`config.mk`:
```
export PLATFORM = sky130hd
export DESIGN_NAME = bnn_cmd_sequencer
export DESIGN_NICKNAME = d
export VERILOG_FILES = /design/src/rtl/bnn_pkg.sv /design/src/rtl/bnn_resp_reg.sv /design/src/rtl/bnn_cmd_sequencer.sv
export SDC_FILE = /design/constraint.sdc
export NUM_CORES = 1
export LEC_CHECK = 0
export ABC_AREA = 0
export ABC_CLOCK_PERIOD_IN_PS = 2100
export BUFFER_PORTS_ARGS = -buffer_cell sky130_fd_sc_hd__clkbuf_2
export CAP_MARGIN = 30
export CORE_AREA = 2 2 65 67
export DETAILED_ROUTE_END_ITERATION = 10
export DIE_AREA = 0 0 67 69
export GPL_ROUTABILITY_DRIVEN = 0
export PLACE_DENSITY = 0.83
export SYNTH_ARGS = -nofsm -noshare
export SYNTH_HDL_FRONTEND = slang
export SYNTH_SLANG_ARGS = --single-unit
```
`constraint.sdc`:
```
create_clock -name clk -period 2.1 [get_ports clk]
set_input_delay 0 -clock clk [delete_from_list [all_inputs] [get_ports clk]]
set_output_delay 0 -clock clk [all_outputs]
set_load 0.005 [all_outputs]
```
`src/rtl/bnn_pkg.sv`:
```
// bnn_pkg: shared state type and byte codes for the BNN command sequencer.
package bnn_pkg;

    typedef enum logic [1:0] {
        ST_IDLE = 2'd0,
        ST_LOAD = 2'd1,
        ST_RUN  = 2'd2,
        ST_RESP = 2'd3
    } seq_state_t;

    localparam logic [7:0] CMD_LOAD   = 8'hA1;
    localparam logic [7:0] CMD_START  = 8'hA2;
    localparam logic [7:0] CMD_READ   = 8'hA3;
    localparam logic [7:0] CMD_STATUS = 8'hA4;

    localparam logic [7:0] RSP_ACK = 8'h55;
    localparam logic [7:0] RSP_ERR = 8'hEE;

    // Status byte layout: {5'b0, img_loaded, result_valid, err_flag}.
    function automatic logic [7:0] status_byte(input logic img_loaded,
                                               input logic result_valid,
                                               input logic err_flag);
        return {5'b0, img_loaded, result_valid, err_flag};
    endfunction

endpackage

```
`src/rtl/bnn_resp_reg.sv`:
```
// bnn_resp_reg: one-entry valid/ready holding register for the response byte.
module bnn_resp_reg (
    input  logic       clk,
    input  logic       rst_n,
    input  logic       push,
    input  logic [7:0] push_data,
    output logic [7:0] tx_data,
    output logic       tx_valid,
    input  logic       tx_ready,
    output logic       accept
);

    assign accept = tx_valid && tx_ready;

    // Capture a response byte and hold it unchanged until the transmitter takes it.
    always_ff @(posedge clk or negedge rst_n) begin
        // NOTE: flops use non-blocking assignments so every register samples pre-edge values.
        if (!rst_n) begin
            tx_valid <= 1'b0;
            tx_data  <= 8'h00;
        end else if (push) begin
            tx_valid <= 1'b1;
            tx_data  <= push_data;
        end else if (accept) begin
            tx_valid <= 1'b0;
        end
    end

endmodule

```
`src/rtl/bnn_cmd_sequencer.sv`:
```
// bnn_cmd_sequencer: parses UART command bytes, streams image bytes into the
// image buffer, launches inference and queues one response byte per command.
// Optional LOAD inactivity timeout: define BNN_SEQ_TIMEOUT_EN.
module bnn_cmd_sequencer
    import bnn_pkg::*;
#(
    parameter int IMG_BYTES      = 12,
    parameter int TIMEOUT_CYCLES = 1_000_000
) (
    input  logic                         clk,
    input  logic                         rst_n,
    input  logic [7:0]                   rx_data,
    input  logic                         rx_valid,
    output logic                         img_wr_en,
    output logic [$clog2(IMG_BYTES)-1:0] img_wr_addr,
    output logic [7:0]                   img_wr_data,
    output logic                         infer_start,
    input  logic                         infer_done,
    input  logic [3:0]                   infer_result,
    output logic [7:0]                   tx_data,
    output logic                         tx_valid,
    input  logic                         tx_ready,
    output logic                         busy,
    output logic                         err_flag
);

    localparam int AW = $clog2(IMG_BYTES);

    seq_state_t    state;
    logic [AW-1:0] cnt;
    logic [3:0]    result_q;
    logic          img_loaded;
    logic          result_valid;
    logic          status_pending;

    logic          resp_push;
    logic [7:0]    resp_byte;
    logic          err_set;
    logic          status_rsp;
    logic          tx_accept;
    logic          last_byte;
    logic          load_timeout;

    assign last_byte = (cnt == AW'(IMG_BYTES - 1));

`ifdef BNN_SEQ_TIMEOUT_EN
    localparam int TO_W = $clog2(TIMEOUT_CYCLES + 1);
    logic [TO_W-1:0] idle_cnt;

    // Count idle LOAD cycles since the last payload byte, saturating at the limit.
    always_ff @(posedge clk or negedge rst_n) begin
        if (!rst_n) begin
            idle_cnt <= '0;
        end else if (state != ST_LOAD || rx_valid) begin
            idle_cnt <= '0;
        end else if (idle_cnt != TO_W'(TIMEOUT_CYCLES)) begin
            idle_cnt <= idle_cnt + TO_W'(1);
        end
    end

    assign load_timeout = (state == ST_LOAD) && !rx_valid &&
                          (idle_cnt == TO_W'(TIMEOUT_CYCLES - 1));
`else
    assign load_timeout = 1'b0;
`endif

    // Decide whether this cycle queues a response, its byte, and any new error.
    always_comb begin
        // NOTE: every output gets a default first so no path can infer a latch.
        resp_push  = 1'b0;
        resp_byte  = RSP_ERR;
        err_set    = 1'b0;
        status_rsp = 1'b0;
        case (state)
            ST_IDLE: begin
                if (rx_valid) begin
                    case (rx_data)
                        CMD_LOAD: begin
                        end
                        CMD_START: begin
                            if (!img_loaded) begin
                                resp_push = 1'b1;
                                err_set   = 1'b1;
                            end
                        end
                        CMD_READ: begin
                            resp_push = 1'b1;
                            resp_byte = result_valid ? {4'h0, result_q} : RSP_ERR;
                        end
                        CMD_STATUS: begin
                            resp_push  = 1'b1;
                            resp_byte  = status_byte(img_loaded, result_valid, err_flag);
                            status_rsp = 1'b1;
                        end
                        default: begin
                            resp_push = 1'b1;
                            err_set   = 1'b1;
                        end
                    endcase
                end
            end
            ST_LOAD: begin
                if (rx_valid) begin
                    if (last_byte) begin
                        resp_push = 1'b1;
                        resp_byte = RSP_ACK;
                    end
                end else if (load_timeout) begin
                    resp_push = 1'b1;
                    err_set   = 1'b1;
                end
            end
            ST_RUN: begin
                if (infer_done) begin
                    resp_push = 1'b1;
                    resp_byte = RSP_ACK;
                end
                if (rx_valid) err_set = 1'b1;
            end
            ST_RESP: begin
                if (rx_valid) err_set = 1'b1;
            end
            default: begin
            end
        endcase
    end

    // Main sequencer FSM with registered outputs and status flags.
    always_ff @(posedge clk or negedge rst_n) begin
        if (!rst_n) begin
            state          <= ST_IDLE;
            cnt            <= '0;
            result_q       <= 4'h0;
            img_loaded     <= 1'b0;
            result_valid   <= 1'b0;
            status_pending <= 1'b0;
            err_flag       <= 1'b0;
            busy           <= 1'b0;
            img_wr_en      <= 1'b0;
            img_wr_addr    <= '0;
            img_wr_data    <= 8'h00;
            infer_start    <= 1'b0;
        end else begin
            img_wr_en   <= 1'b0;
            infer_start <= 1'b0;

            // A new error in the same cycle as a STATUS accept keeps the flag set.
            if (err_set) begin
                err_flag <= 1'b1;
            end else if (status_pending && tx_accept) begin
                err_flag <= 1'b0;
            end

            if (status_rsp) begin
                status_pending <= 1'b1;
            end else if (tx_accept) begin
                status_pending <= 1'b0;
            end

            case (state)
                ST_IDLE: begin
                    if (rx_valid) begin
                        busy <= 1'b1;
                        if (rx_data == CMD_LOAD) begin
                            state      <= ST_LOAD;
                            cnt        <= '0;
                            img_loaded <= 1'b0;
                        end else if (resp_push) begin
                            state <= ST_RESP;
                        end else begin
                            state       <= ST_RUN;
                            infer_start <= 1'b1;
                        end
                    end
                end
                ST_LOAD: begin
                    if (rx_valid) begin
                        img_wr_en   <= 1'b1;
                        img_wr_addr <= cnt;
                        img_wr_data <= rx_data;
                        cnt         <= cnt + AW'(1);
                        if (last_byte) begin
                            img_loaded   <= 1'b1;
                            result_valid <= 1'b0;
                            cnt          <= '0;
                            state        <= ST_RESP;
                        end
                    end else if (load_timeout) begin
                        state <= ST_RESP;
                    end
                end
                ST_RUN: begin
                    if (infer_done) begin
                        result_q     <= infer_result;
                        result_valid <= 1'b1;
                        state        <= ST_RESP;
                    end
                end
                ST_RESP: begin
                    if (tx_accept) begin
                        state <= ST_IDLE;
                        busy  <= 1'b0;
                    end
                end
                default: state <= ST_IDLE;
            endcase
        end
    end

    bnn_resp_reg u_resp_reg (
        .clk       (clk),
        .rst_n     (rst_n),
        .push      (resp_push),
        .push_data (resp_byte),
        .tx_data   (tx_data),
        .tx_valid  (tx_valid),
        .tx_ready  (tx_ready),
        .accept    (tx_accept)
    );

endmodule

```
## Yosys cells after proc, flatten, opt, wreduce, memory -nomap -nowiden

Cells that the tools add are included.

| storage, ports and cells | value |
|---|---|
| bits in registers | 38 |
| logic and storage cells | 102 |
| output and inout port bits | 25 |

| operators by class | value |
|---|---|
| reductions and logical operators | 18 |
| eq/ne operators | 14 |
| $add $sub $neg | 1 |
| multiplexer cells | 55 |

Operators by type and width:

| cell | count |
|---|---|
| $mux 8 | 5 |
| $eq 8x8->1 const B | 4 |
| $mux 1 | 29 |
| $pmux 8 s3 | 1 |
| $mux 4 | 4 |
| $pmux 8 s2 | 1 |
| $mux 2 | 6 |
| $ne 2x2->1 const B | 6 |
| $reduce_bool 2->1 | 6 |
| $pmux 1 s2 | 5 |
| $reduce_and 5->1 | 2 |
| $pmux 2 s4 | 1 |
| $pmux 4 s2 | 1 |
| $reduce_and 4->1 | 2 |
| $pmux 1 s3 | 2 |
| $add 4x1->4 const B | 1 |
| $eq 2x2->1 const B | 2 |
| $eq 4x4->1 const B | 1 |
| $reduce_and 2->1 | 2 |
| $reduce_and 3->1 | 1 |
| $reduce_or 3->1 | 1 |
| $eq 2x1->1 const B | 1 |
| $logic_and 1x1->1 | 2 |
| $logic_not 2->1 | 1 |
| $reduce_or 2->1 | 1 |

## Logic depth before layout (Yosys ltp)

| depth | value |
|---|---|
| depth in word-level cells | 8 |
| depth in mapped cells | 7 |
| gate-level depth less buffers | 7 |

## By module

From an unflattened synthesis, not the netlist that was laid out.

| second synthesis, totals | value |
|---|---|
| cells, all modules | 173 |
| area total of the unflattened synthesis | 2,008.2 µm² |

Modules (own cells, without submodules):

| module | area an instance (µm²) | sequential area each (µm²) | cells each | times used |
|---|---|---|---|---|
| bnn_cmd_sequencer | 1,632.8 | 725.7 | 152 | 1 |
| bnn_resp_reg | 375.4 | 225.2 | 21 | 1 |

## Least setup slack after synthesis

No wires, ideal clock.

| timing path | value |
|---|---|
| path kind | register to register |
| start | reg state[0] |
| end | reg u_resp_reg.tx_data[0] |
| slack | 201 ps |
| clock period less this slack | 1,899 ps |
| data required time | 1,975 ps |
| buffers on the path | 0 |
| setup time | 125 ps |
| data arrival time | 1,774 ps |
| cell stages (with the launch flop) | 8 |
| path through | dfrtp_1 inv_1 ha_1 nor2b_1 a31oi_1 a311oi_1 nor2_2 mux2_2 |

| between the ends | value |
|---|---|
| cells in the longest elaborated chain, start to end | 2 |
| elaborated cells between the ends (all ways) | 5 |
| those cells by class | 2 x eq/ne; 2 x mux; 1 x reduce/logical |

RTL lines:

| what | line | source |
|---|---|---|
| start, declared | bnn_cmd_sequencer.sv:29 | `seq_state_t state;` |
| start signal, assigned | bnn_cmd_sequencer.sv:131 | `state <= ST_IDLE;` |
| start signal, assigned | bnn_cmd_sequencer.sv:165 | `state <= ST_LOAD;` |
| start signal, assigned | bnn_cmd_sequencer.sv:169 | `state <= ST_RESP;` |
| $eq 2x2->1, or another cell as far along | bnn_cmd_sequencer.sv:74 | `case (state)` |
| $pmux 8 s3 or $pmux 1 s3 (tied branches) | bnn_cmd_sequencer.sv:74 |  |
| end signal, assigned | bnn_resp_reg.sv:23 | `tx_data <= push_data;` |
| end, declared | bnn_resp_reg.sv:7 | `output logic [7:0] tx_data,` |

Several ways; a longest one is shown, not always the timed one.
A chain may end at the register's enable or synchronous reset.

## Final worst setup path

| timing path | value |
|---|---|
| start | in rx_data[3] |
| end | reg cnt[3] |

| between the ends | value |
|---|---|
| cells in the longest elaborated chain, start to end | 3 |

RTL lines:

| what | line | source |
|---|---|---|
| start, declared | bnn_cmd_sequencer.sv:12 | `input logic [7:0] rx_data,` |
| $eq 8x8->1 | bnn_cmd_sequencer.sv:164 | `if (rx_data == CMD_LOAD) begin` |
| $ne 2x2->1 (no source line) | n/a |  |
| $reduce_and 4->1 (no source line) | n/a |  |
| end signal, assigned | bnn_cmd_sequencer.sv:181 | `cnt <= cnt + AW'(1);` |
| end, declared | bnn_cmd_sequencer.sv:30 | `logic [AW-1:0] cnt;` |

Every way passes these cells.

==> run summary <==
The run finished with clean final reports. In this run the critical register-to-register path is launched from cnt[0]. The clock root buffer was clkbuf_8.

In the layout the commonest cells are clkbuf_2 (41), dfrtp_1 (37), mux2_2 (19). The number of max-capacitance violations reported came out at 0. The total negative slack is 0 ns, and the transition time at the pin with the least slew margin is 0.903 ns. The kind of start point of the critical path was a primary input. The post-synthesis instance area came out at 1880 um^2. The gate count after technology mapping is 166, and the die area is 4620 um^2. The worst hold path passes through 3 cells. Summed over all layers, the routed wires come to 4370 um.

Counting along the longest clock path gives a buffer depth of 2. Sequential cells were found to cover 49.4% of the synthesized design area. The number of storage elements in the synthesis netlist works out to 37. Data on the critical path arrives at its endpoint at 2.17 ns. The final count of hold timing violations is 0. The worst pin sits at a relative slew slack of 39.8%.

For flop-to-flop paths, the worst setup slack is 0.21 ns. The largest voltage drop on the vdd net is 0.648 mV, and the top fanout value on the critical path is 6. The number of vias per cell after detailed routing came out at 5.53.

TritonCTS built the clock tree. The destination of the worst register-to-register timing path was u_resp_reg.tx_data[5]. The tools report the standby leakage power as 1.17 nW.

The via count of the first global-routing pass is 1531. The design draws 3.22 mW. The critical hold path startpoint was infer_done.

Clock insertion delay at the later pin of the skew report: 0.30 ns. End point of the most critical hold path: result_valid. Of the cells placed in the final design, the portion with a size suffix greater than 1 is 36.2%. The logs give 47 for the number of different library cells in the post-synthesis netlist and 0 for the number of diodes. The first global-routing pass estimated 7200 um of wire. The sink count of the clock tree was 37. Among all flip-flop cells after synthesis, the most frequent one is dfrtp_1. The run gives 279 as the non-filler instance count after layout. In this run the worst hold path is classified as primary input to flip-flop. The average cell area after synthesis came out at 11.3 um^2. Entering global routing, the biggest net connects 38 pins. The tools report the highest achievable clock rate as 519 MHz. Critical path capture point type: a flip-flop.

Across every metal layer, demand over resource in global routing totals 20.4%. The initial utilization of the core area, before any placement, comes to 47.9%. By startpoint and endpoint, the worst setup path is classified as primary input to flip-flop. The max-slew violation total from the final report was 0.

For this design the top-level I/O count stands at 42. During placement, the flow inserted port buffers numbering 41. Summed over all layers, the global routing overflow is 0. The half-perimeter wire length after placement was 3110 um; the net count reported at finish was 251. On the final layout, the worst clock skew is 0.0113 ns. The most common library cell in the layout ignoring fill and taps is clkbuf_2. The core box area is 3910 um^2, and the clock transition at the registers of the reported paths is 0.07 ns.

The adder-cell share of the synthesized area came out at 4.00%. Setup repair after global routing left no endpoint under its margin. Combinational family with the most area after synthesis: compound AO/OA/AOI/OAI gates. The die height is 69 um, and the antenna violation net count after detailed routing is 0. The clock tree synthesis step divided the H-tree into 2 levels. The worst register-to-register path has a depth of 7.

The area share of xor/xnor cells in the synthesized design came out at 0%. The routed design could run at a clock period as short as 1.93 ns. The total vias in the final route was 1544.

For the total clock buffers created by CTS, the log shows 5. Dividing total power by cell area gives a power density of 1330 nW/um^2. The growth of design area from synthesis to finish was 28.8%. Utilization after layout: 61.7%.

Including well taps, the total number of placed cells is 260. The number of flops mapped to enable cells by yosys is 0, and the simple-gate portion of the synthesized area is 14.9%. The initial antenna violation count was 0. Synthesis produced a netlist with a net count of 189.

The total iterations of the first detailed-routing run is 4. The synthesis warning total is 0. Data on the critical path is required at its endpoint by 2.34 ns. In the synthesized netlist the async set-or-reset flop fraction comes to 100%. In this run the core area contains 23 standard-cell rows.

In the final routed layout, each cell accounts on average for 15.6 um. Fraction of synthesized area in multiplexers: 13.0%. The total setup violations reported at the end of the flow is 0, and the width of the die is 67 um.

The worst path uses 91.8% of the clock period. The DRC violation count after routing was 0. The share of the synthesized area in compound gates (AO/OA/AOI/OAI) came out at 15.6%. Violation count after the first detailed-routing iteration: 90.
## flip-flops by register name, indices dropped and copies added (netlist names), 2 cells and up
name	flops
state	2
result_q	4
img_wr_data	8
cnt	4
img_wr_addr	4
u_resp_reg.tx_data	7
## metrics by stage
stage	setup WS [ns]	cell area [um^2]	hold WS, ns
after floorplan	0.201	1880	-0.296
after global placement	0.205	2180	0.164
after detailed placement	0.0873	2180	0.175
after CTS	0.0912	2400	0.0303
after global routing	0.0461	2420	0.0540
final	0.172	2420	0.0331
## synthesized netlist by cell type, types with 2 or more instances
cell       n  area, um^2
nor3b_1    2        15.0
nor2_1     2        7.51
mux2_2    19         214
or3_1      2        12.5
a22oi_1    2        15.0
a22o_1     3        26.3
nand3_1    4        20.0
buf_2      2        10.0
ha_1       6        75.1
nor4_1     2        12.5
mux2i_1    3        30.0
inv_1      9        33.8
o21ai_0   12        60.1
and3_1     2        12.5
clkbuf_1   2        7.51
nand2_1   14        52.6
nor2b_1    5        31.3
a31oi_1    4        25.0
a21oi_1    5        25.0
dfrtp_1   37         926
o211ai_1   2        15.0
nand2b_1   2        12.5
## per-layer routing
layer  GRT usage, %  up-vias  wire length, um
met5              0        -                0
met4           9.75        0              129
met3           3.75       14              213
met2           32.0       52             2120
met1           26.8      743             1900
li1               -      735                -
## worst max path at each step
stage,startpoint,cells past startpoint,endpoint
2_1_floorplan,state[0],7,u_resp_reg.tx_data[0]
3_3_place_gp,cnt[0],6,u_resp_reg.tx_data[3]
3_5_place_dp,cnt[0],7,u_resp_reg.tx_data[5]
4_1_cts,cnt[0],7,u_resp_reg.tx_data[5]
5_1_grt,cnt[0],7,u_resp_reg.tx_data[5]
6_report,rx_data[3],7,cnt[3]
## logic make-up after synthesis
kind of cell / after synthesis
simple gates: 47
compound gates: 40
flops: 37
mux: 22
buf+inv: 14
fa+ha+maj: 6
## report_power, final
part	internal, mW	switching [mW]
Combinational	0.712	0.696
Sequential	1.00	0.172
Clock	0.387	0.252
## critical path, stage by stage
cell and delay [ns]:
dlygate4sd3_1 0.55, clkbuf_2 0.13, or3b_4 0.43, o41ai_4 0.46, nand4_1 0.16, or3_1 0.36
nand2_1 0.06
## cell type report
cell class	count	area [um^2]
Multi-Input combinational cell	115	902
Inverter	9	33.8
Tap cell	50	62.6
Clock buffer	7	86.3
Timing Repair Buffer	60	375
Fill cell	317	1500
Sequential cell	37	926
Clock inverter	1	30.0
## what timing repair did
action,CTS,global route
hold buffers,11,0
hold endpoints to repair,47,0
setup endpoints to repair,0,6
buffers inserted,0,0
gates resized for setup,0,2
Power figures use the tool's default switching activity.
